`config.mk`:
```
export PLATFORM = sky130hd
export DESIGN_NAME = pipeline_stage_skid_flat
export DESIGN_NICKNAME = d
export VERILOG_FILES = /design/src/rtl/pipeline_stage_skid_if.sv /design/src/rtl/pipeline_stage_skid.sv /design/src/flat_wrapper.sv
export SDC_FILE = /design/constraint.sdc
export NUM_CORES = 1
export LEC_CHECK = 0
export ABC_AREA = 1
export CAP_MARGIN = 20
export CORE_ASPECT_RATIO = 1.25
export CORE_UTILIZATION = 50
export DETAILED_ROUTE_END_ITERATION = 8
export PLACE_DENSITY = 0.76
export SYNTH_ARGS = -nofsm -noshare
export SYNTH_HDL_FRONTEND = slang
export SYNTH_SLANG_ARGS = --single-unit
```
`constraint.sdc`:
```
create_clock -name Clk -period 5.9 [get_ports Clk]
set_clock_uncertainty 0.15 [all_clocks]
set_input_delay 1.475 -clock Clk [delete_from_list [all_inputs] [get_ports Clk]]
set_output_delay 1.475 -clock Clk [all_outputs]
set_load 0.005 [all_outputs]
```
`src/rtl/pipeline_stage_skid_if.sv`:
```
// ---------------------------------------------------------------------------
// pipeline_stage_skid_if
//   Bundles the upstream valid/ready handshake and the downstream registered
//   item of one pipeline stage.
//
//   Signals
//     In_valid  upstream item present
//     In_ready  stage can accept this cycle
//     In_data   upstream word            (DATA_W)
//     In_pc     upstream PC              (PC_W)
//     Out_valid Out_data/Out_pc hold a real item
//     Out_data  registered word          (DATA_W)
//     Out_pc    registered PC            (PC_W)
//
//   Modports
//     slave   the stage itself: consumes In_*, produces In_ready and Out_*
//     master  the surrounding pipeline: produces In_*, observes the rest
// ---------------------------------------------------------------------------
interface pipeline_stage_skid_if #(
  parameter int DATA_W = 32,
  parameter int PC_W   = 32
);
  logic              In_valid;
  logic              In_ready;
  logic [DATA_W-1:0] In_data;
  logic [PC_W-1:0]   In_pc;
  logic              Out_valid;
  logic [DATA_W-1:0] Out_data;
  logic [PC_W-1:0]   Out_pc;

  modport slave (
    input  In_valid, In_data, In_pc,
    output In_ready, Out_valid, Out_data, Out_pc
  );

  modport master (
    output In_valid, In_data, In_pc,
    input  In_ready, Out_valid, Out_data, Out_pc
  );
endinterface

```
`src/rtl/pipeline_stage_skid.sv`:
```
// ---------------------------------------------------------------------------
// pipeline_stage_skid
//   Registered pipeline stage (word + PC) with a small skid FIFO. Items that
//   arrive while the stage is stalled are queued and replayed in order once
//   the stall lifts. Flush squashes the stage and the skid and inserts a
//   NOP_WORD bubble. A saturating counter reports cycles spent stalled while
//   holding a real item.
//
//   Ports
//     Clk           rising-edge clock
//     Reset         asynchronous, active-high reset
//     bus           pipeline_stage_skid_if.slave (In_* handshake, Out_* item)
//     Stall         hold the outputs; accepted items go to the skid
//     Flush         squash stage and skid (wins over Stall)
//     Skid_count    current skid occupancy, 0..SKID_DEPTH
//     Stall_cycles  saturating stall-cycle counter, cleared only by Reset
// ---------------------------------------------------------------------------
module pipeline_stage_skid #(
  parameter int                DATA_W     = 32,
  parameter int                PC_W       = 32,
  parameter int                SKID_DEPTH = 2,   // 1..4
  parameter logic [DATA_W-1:0] NOP_WORD   = '0,
  parameter int                CNT_W      = 16,
  localparam int               SC_W       = $clog2(SKID_DEPTH + 1)
) (
  input  logic                 Clk,
  input  logic                 Reset,
  pipeline_stage_skid_if.slave bus,
  input  logic                 Stall,
  input  logic                 Flush,
  output logic [SC_W-1:0]      Skid_count,
  output logic [CNT_W-1:0]     Stall_cycles
);

  localparam int              PTR_W   = (SKID_DEPTH > 1) ? $clog2(SKID_DEPTH) : 1;
  localparam logic [SC_W-1:0] DEPTH_C = SC_W'(SKID_DEPTH);
  localparam logic [PTR_W-1:0] LAST_C = PTR_W'(SKID_DEPTH - 1);

  // Per-cycle operating mode, decoded once so the priority lives in one place.
  typedef enum logic [1:0] {
    MODE_RUN,
    MODE_STALL,
    MODE_FLUSH
  } mode_e;

  mode_e             mode;
  logic              in_ready;
  logic              accept;
  logic              skid_empty;
  logic              push;
  logic              pop;

  logic [PTR_W-1:0]  wr_ptr;
  logic [PTR_W-1:0]  rd_ptr;
  logic [DATA_W-1:0] skid_data [SKID_DEPTH];
  logic [PC_W-1:0]   skid_pc   [SKID_DEPTH];

  // Depth need not be a power of two, so wrap with an explicit compare.
  function automatic logic [PTR_W-1:0] ptr_inc(input logic [PTR_W-1:0] p);
    return (p == LAST_C) ? '0 : p + PTR_W'(1);
  endfunction

  // NOTE: every signal assigned in this block gets a default first, so no
  // path through the branches can leave one unassigned and infer a latch.
  always_comb begin
    mode       = MODE_RUN;
    in_ready   = 1'b0;
    accept     = 1'b0;
    skid_empty = (Skid_count == '0);
    push       = 1'b0;
    pop        = 1'b0;

    if (Flush)      mode = MODE_FLUSH;
    else if (Stall) mode = MODE_STALL;

    in_ready = !Flush && (Skid_count < DEPTH_C);
    accept   = bus.In_valid && in_ready;

    // While stalled, or while older items are still queued, an accepted item
    // must go through the skid to keep strict FIFO order. Only an idle skid
    // in a running cycle lets the input bypass straight to the output.
    unique case (mode)
      MODE_STALL: push = accept;
      MODE_RUN: begin
        pop  = !skid_empty;
        push = accept && !skid_empty;
      end
      default: ;
    endcase
  end

  assign bus.In_ready = in_ready;

  // NOTE: the skid storage has no reset; occupancy is tracked by the
  // count/pointers, so stale entries are never read and resetting the array
  // would only add reset fan-out to plain storage.
  always_ff @(posedge Clk) begin
    if (push) begin
      skid_data[wr_ptr] <= bus.In_data;
      skid_pc[wr_ptr]   <= bus.In_pc;
    end
  end

  // NOTE: all sequential state uses non-blocking assignments so every
  // register samples the pre-edge values regardless of statement order.
  always_ff @(posedge Clk or posedge Reset) begin
    if (Reset) begin
      wr_ptr     <= '0;
      rd_ptr     <= '0;
      Skid_count <= '0;
    end else if (mode == MODE_FLUSH) begin
      wr_ptr     <= '0;
      rd_ptr     <= '0;
      Skid_count <= '0;
    end else begin
      if (push) wr_ptr <= ptr_inc(wr_ptr);
      if (pop)  rd_ptr <= ptr_inc(rd_ptr);
      // Push and pop together leave the occupancy unchanged.
      if (push && !pop)      Skid_count <= Skid_count + SC_W'(1);
      else if (pop && !push) Skid_count <= Skid_count - SC_W'(1);
    end
  end

  // Output register.
  always_ff @(posedge Clk or posedge Reset) begin
    if (Reset) begin
      bus.Out_valid <= 1'b0;
      bus.Out_data  <= NOP_WORD;
      bus.Out_pc    <= '0;
    end else begin
      unique case (mode)
        MODE_FLUSH: begin
          bus.Out_valid <= 1'b0;
          bus.Out_data  <= NOP_WORD;
          bus.Out_pc    <= bus.In_pc;
        end
        MODE_STALL: ; // hold
        MODE_RUN: begin
          if (!skid_empty) begin
            bus.Out_valid <= 1'b1;
            bus.Out_data  <= skid_data[rd_ptr];
            bus.Out_pc    <= skid_pc[rd_ptr];
          end else if (accept) begin
            bus.Out_valid <= 1'b1;
            bus.Out_data  <= bus.In_data;
            bus.Out_pc    <= bus.In_pc;
          end else begin
            // Bubble: PC is left as-is, only the word is squashed.
            bus.Out_valid <= 1'b0;
            bus.Out_data  <= NOP_WORD;
          end
        end
        default: ;
      endcase
    end
  end

  // Stall cycles are only counted while a real item is being held.
  always_ff @(posedge Clk or posedge Reset) begin
    if (Reset) begin
      Stall_cycles <= '0;
    end else if (mode == MODE_STALL && bus.Out_valid && (Stall_cycles != '1)) begin
      Stall_cycles <= Stall_cycles + CNT_W'(1);
    end
  end

endmodule

```
`src/flat_wrapper.sv`:
```
// flat-port wrapper written by rule: the top's interface ports become plain ports
module pipeline_stage_skid_flat 
#(
  parameter int                DATA_W     = 32,
  parameter int                PC_W       = 32,
  parameter int                SKID_DEPTH = 2,          
  parameter logic [DATA_W-1:0] NOP_WORD   = '0,
  parameter int                CNT_W      = 16,
  localparam int               SC_W       = $clog2(SKID_DEPTH + 1)
)
  (Clk, Reset, Stall, Flush, Skid_count, Stall_cycles, bus_In_valid, bus_In_data, bus_In_pc, bus_In_ready, bus_Out_valid, bus_Out_data, bus_Out_pc);
  pipeline_stage_skid_if #(.DATA_W(DATA_W), .PC_W(PC_W)) bus_i ();
  input  logic Clk;
  input  logic Reset;
  input  logic Stall;
  input  logic Flush;
  output logic [SC_W-1:0] Skid_count;
  output logic [CNT_W-1:0] Stall_cycles;
  input wire logic [$bits(bus_i.In_valid)-1:0] bus_In_valid;
  input wire logic [$bits(bus_i.In_data)-1:0] bus_In_data;
  input wire logic [$bits(bus_i.In_pc)-1:0] bus_In_pc;
  output wire logic [$bits(bus_i.In_ready)-1:0] bus_In_ready;
  output wire logic [$bits(bus_i.Out_valid)-1:0] bus_Out_valid;
  output wire logic [$bits(bus_i.Out_data)-1:0] bus_Out_data;
  output wire logic [$bits(bus_i.Out_pc)-1:0] bus_Out_pc;
  assign bus_i.In_valid = bus_In_valid;
  assign bus_i.In_data = bus_In_data;
  assign bus_i.In_pc = bus_In_pc;
  assign bus_In_ready = bus_i.In_ready;
  assign bus_Out_valid = bus_i.Out_valid;
  assign bus_Out_data = bus_i.Out_data;
  assign bus_Out_pc = bus_i.Out_pc;
  pipeline_stage_skid #(.DATA_W(DATA_W), .PC_W(PC_W), .SKID_DEPTH(SKID_DEPTH), .NOP_WORD(NOP_WORD), .CNT_W(CNT_W)) u_core (.Clk(Clk), .Reset(Reset), .bus(bus_i), .Stall(Stall), .Flush(Flush), .Skid_count(Skid_count), .Stall_cycles(Stall_cycles));
endmodule
```
==> summary.md <==
| Metric | Value |
|---|---|
| Share of layout cells above drive strength 1 | `0.0593` |
| Leakage Power | `4.36 nW` |
| GP Congestion | `0.779` |
| FF-to-FF End | `u_core.bus.Out_pc[3]` |
| Post-synth top area share | `0.433` |
| CP Capture Type | `output port` |
| Crit path largest cell delay | `0.52 ns` |
| Syn-to-layout area delta | `28.2%` |
| Maxcap violations | `0` |
| Tmin final | `4.31 ns` |
| Worst skew pair latency | `0.49 ns` |
| Placed Cells | `1146` |
| DR iter-0 viols | `451` |
| Synth area leaders | `edfxtp_1, dfrtp_1, nand2_1` |
| Nets | `1018` |
| H-tree depth | `1` |
| Reg2reg path depth | `7` |
| Post-DR vias/cell | `5.31` |
| Max-slew headroom | `0.371` |
| #FFs+latches synth | `213` |
| Cts-stage hold buffer count | `0` |
| Max Root-Sink Buffers | `3` |
| Largest net degree at the start of global routing | `67` |
| HPWL after detailed placement | `12100 microns` |
| Crit path kind | `in2out` |
| Final cell count without fillers | `1185` |
| Hold Fails Final Rpt | `0` |
| Drt total wl | `20000 microns` |
| CP Launch Type | `input port` |
| CTS tree | `yes` |
| Die H | `151 microns` |
| RR Startpoint | `u_core.Skid_count[1]` |
| First-pass DRT Iterations | `5` |
| Worst-margin pin slew | `0.941 ns` |
| Final worst path period share | `0.731` |
| Via count | `6290` |
| GR Overflow Total | `0` |
| Crit path cell chain | `clkdlybuf4s50_1 > nor2_1 > clkdlybuf4s50_1` |
| Inserted Clock Buffers | `21` |
| Max-slew violations | `0` |
| Worst Path Required | `4.28 ns` |
| Status | `completed` |
| Core area | `0.0174 sq mm` |
| Drt wl/cell | `16.9 microns` |
| Row cnt | `54` |
| Clock sink count | `213` |
| Syn Inst Count | `801` |
| DIE WIDTH | `121 microns` |
| Largest area contributor in the netlist | `edfxtp_1` |
| I/O pin total | `153` |
| CP arrival | `2.69 ns` |
| Worst-path maximum fanout | `4` |
| Final setup fails | `0` |
| Die ar. | `0.0183 sq mm` |
| Clock-pin transition on the worst setup and hold timing paths | `0.06 ns` |
| Mean Syn Cell Area | `11.1 sq um` |
| First-pass GRT wire length | `31800 microns` |
| Number of global-route vias before repair | `6180` |
| All-Layer GR Usage | `0.222` |
| Initial antenna violation count | `0` |
| Antenna-violating nets left | `0` |
| Warning count from the yosys run | `0` |
| Drt drc | `0` |
| Worst hold start | `u_core.bus.Out_data[25]` |
| Hold Crit Class | `reg2reg` |
| Mapped Area | `0.00887 sq mm` |
| Setup_tns | `0 ns` |
| Starting Density | `0.509` |
| R2R Setup Slk | `2.80 ns` |
| CTS root buf | `clkbuf_16` |
| Netlist cell types | `26` |
| Part of the Yosys area used for sequential elements | `0.673` |
| Critical path's slowest cell | `clkdlybuf4s50_1` |
| Most frequent CP cell | `clkdlybuf4s50_1` |
| Setup bufs post-CTS | `0` |
| Number of port buffers | `152` |
| Power Density | `308 mW/mm^2` |
| Finished Cell Area | `0.0114 sq mm` |
| RSZ-0062 raised after global routing | `false` |
| Diode count | `0` |
| Commonest non-fill, non-tap cell in the layout | `nand2_1` |
| Post-Syn Nets | `872` |
| CP Capture Point | `bus_In_ready` |
| Fmax | `232 MHz` |
| Setup Slack @ Placement | `1.16 ns` |
| CTS-repair resized insts | `0` |
| Critical Path Source | `Flush` |
| Post-Place Cell Area | `0.0106 sq mm` |
| Worst Slack Setup Final | `1.59 ns` |
| VDD IR-drop max | `250 uV` |
| Commonest non-fill, non-tap cells in the layout | `nand2_1, clkdlybuf4s50_1, edfxtp_1, dfrtp_1, inv_1` |
## cell usage after synthesis, drive strengths merged
library cell / count
dfrtp: 85
buf: 22
mux2i: 32
xnor2: 7
clkinv: 1
edfxtp: 128
o21ai: 76
nor2b: 1
clkbuf: 18
nand2: 169
ha: 2
o211ai: 32
a31oi: 1
nand4: 39
nor2: 58
a21oi: 33
nand3: 10
xor2: 1
inv: 86
## cells by family after synthesis
family | after synthesis | share of synthesized area
simple gates | 277 | 0.132
mux | 32 | 0.0361
flops | 213 | 0.673
buf+inv | 127 | 0.0567
fa+ha+maj | 2 | 0.00282
compound gates | 142 | 0.0914
xor+xnor | 8 | 0.00790
## metal layers
metal	part of all wire	up-vias	global-route usage
met4	0.0084	0	0.0451
met5	0	-	0
met2	0.53	168	0.404
met1	0.42	3075	0.282
met3	0.049	13	0.0309
li1	-	3034	-
## metrics by stage
step           hold WS, ns  power, mW   util
6_report             0.365       3.51  0.652
4_1_cts              0.369       3.53  0.650
5_1_grt              0.394       3.64  0.652
2_1_floorplan        0.334       1.92      -
3_3_place_gp         0.347       2.15  0.609
3_5_place_dp         0.353       2.16  0.609
## registers in the layout, indices dropped and copies added (netlist names)
register	count
u_core.skid_data	64
u_core.skid_pc	64
u_core.bus.Out_data	32
u_core.bus.Out_pc	32
u_core.Stall_cycles	16
u_core.Skid_count	2
u_core.bus.Out_valid	1
u_core.rd_ptr	1
u_core.wr_ptr	1
## cell type report
class | instances | area [sq um]
inverters | 87 | 329
repair buffers | 163 | 1660
well taps | 224 | 280
fillers | 1390 | 6060
clock inverters | 10 | 133
multi-input cells | 461 | 2410
clock buffers | 27 | 578
flip-flops and latches | 213 | 5970
## worst max-delay path, delay by kind of cell
family | cells | cell delay (ns)
buffers and inverters | 2 | 1.04
AND/OR/NAND/NOR | 1 | 0.17
## report_power, final
| part | switching [mW] | internal, mW |
|---|---|---|
| Clock | 0.550 | 0.824 |
| Combinational | 0.212 | 0.212 |
| Sequential | 0.0497 | 1.66 |
## worst min path at each step
| stage | to | depth (start not counted) |
|---|---|---|
| 2_1_floorplan | u_core.wr_ptr | 1 |
| 3_3_place_gp | u_core.bus.Out_data[28] | 2 |
| 3_5_place_dp | u_core.bus.Out_data[25] | 2 |
| 4_1_cts | u_core.bus.Out_data[25] | 2 |
| 5_1_grt | u_core.bus.Out_data[29] | 2 |
| 6_report | u_core.bus.Out_data[25] | 2 |
Note: power is estimated with default switching activity, not from simulation.
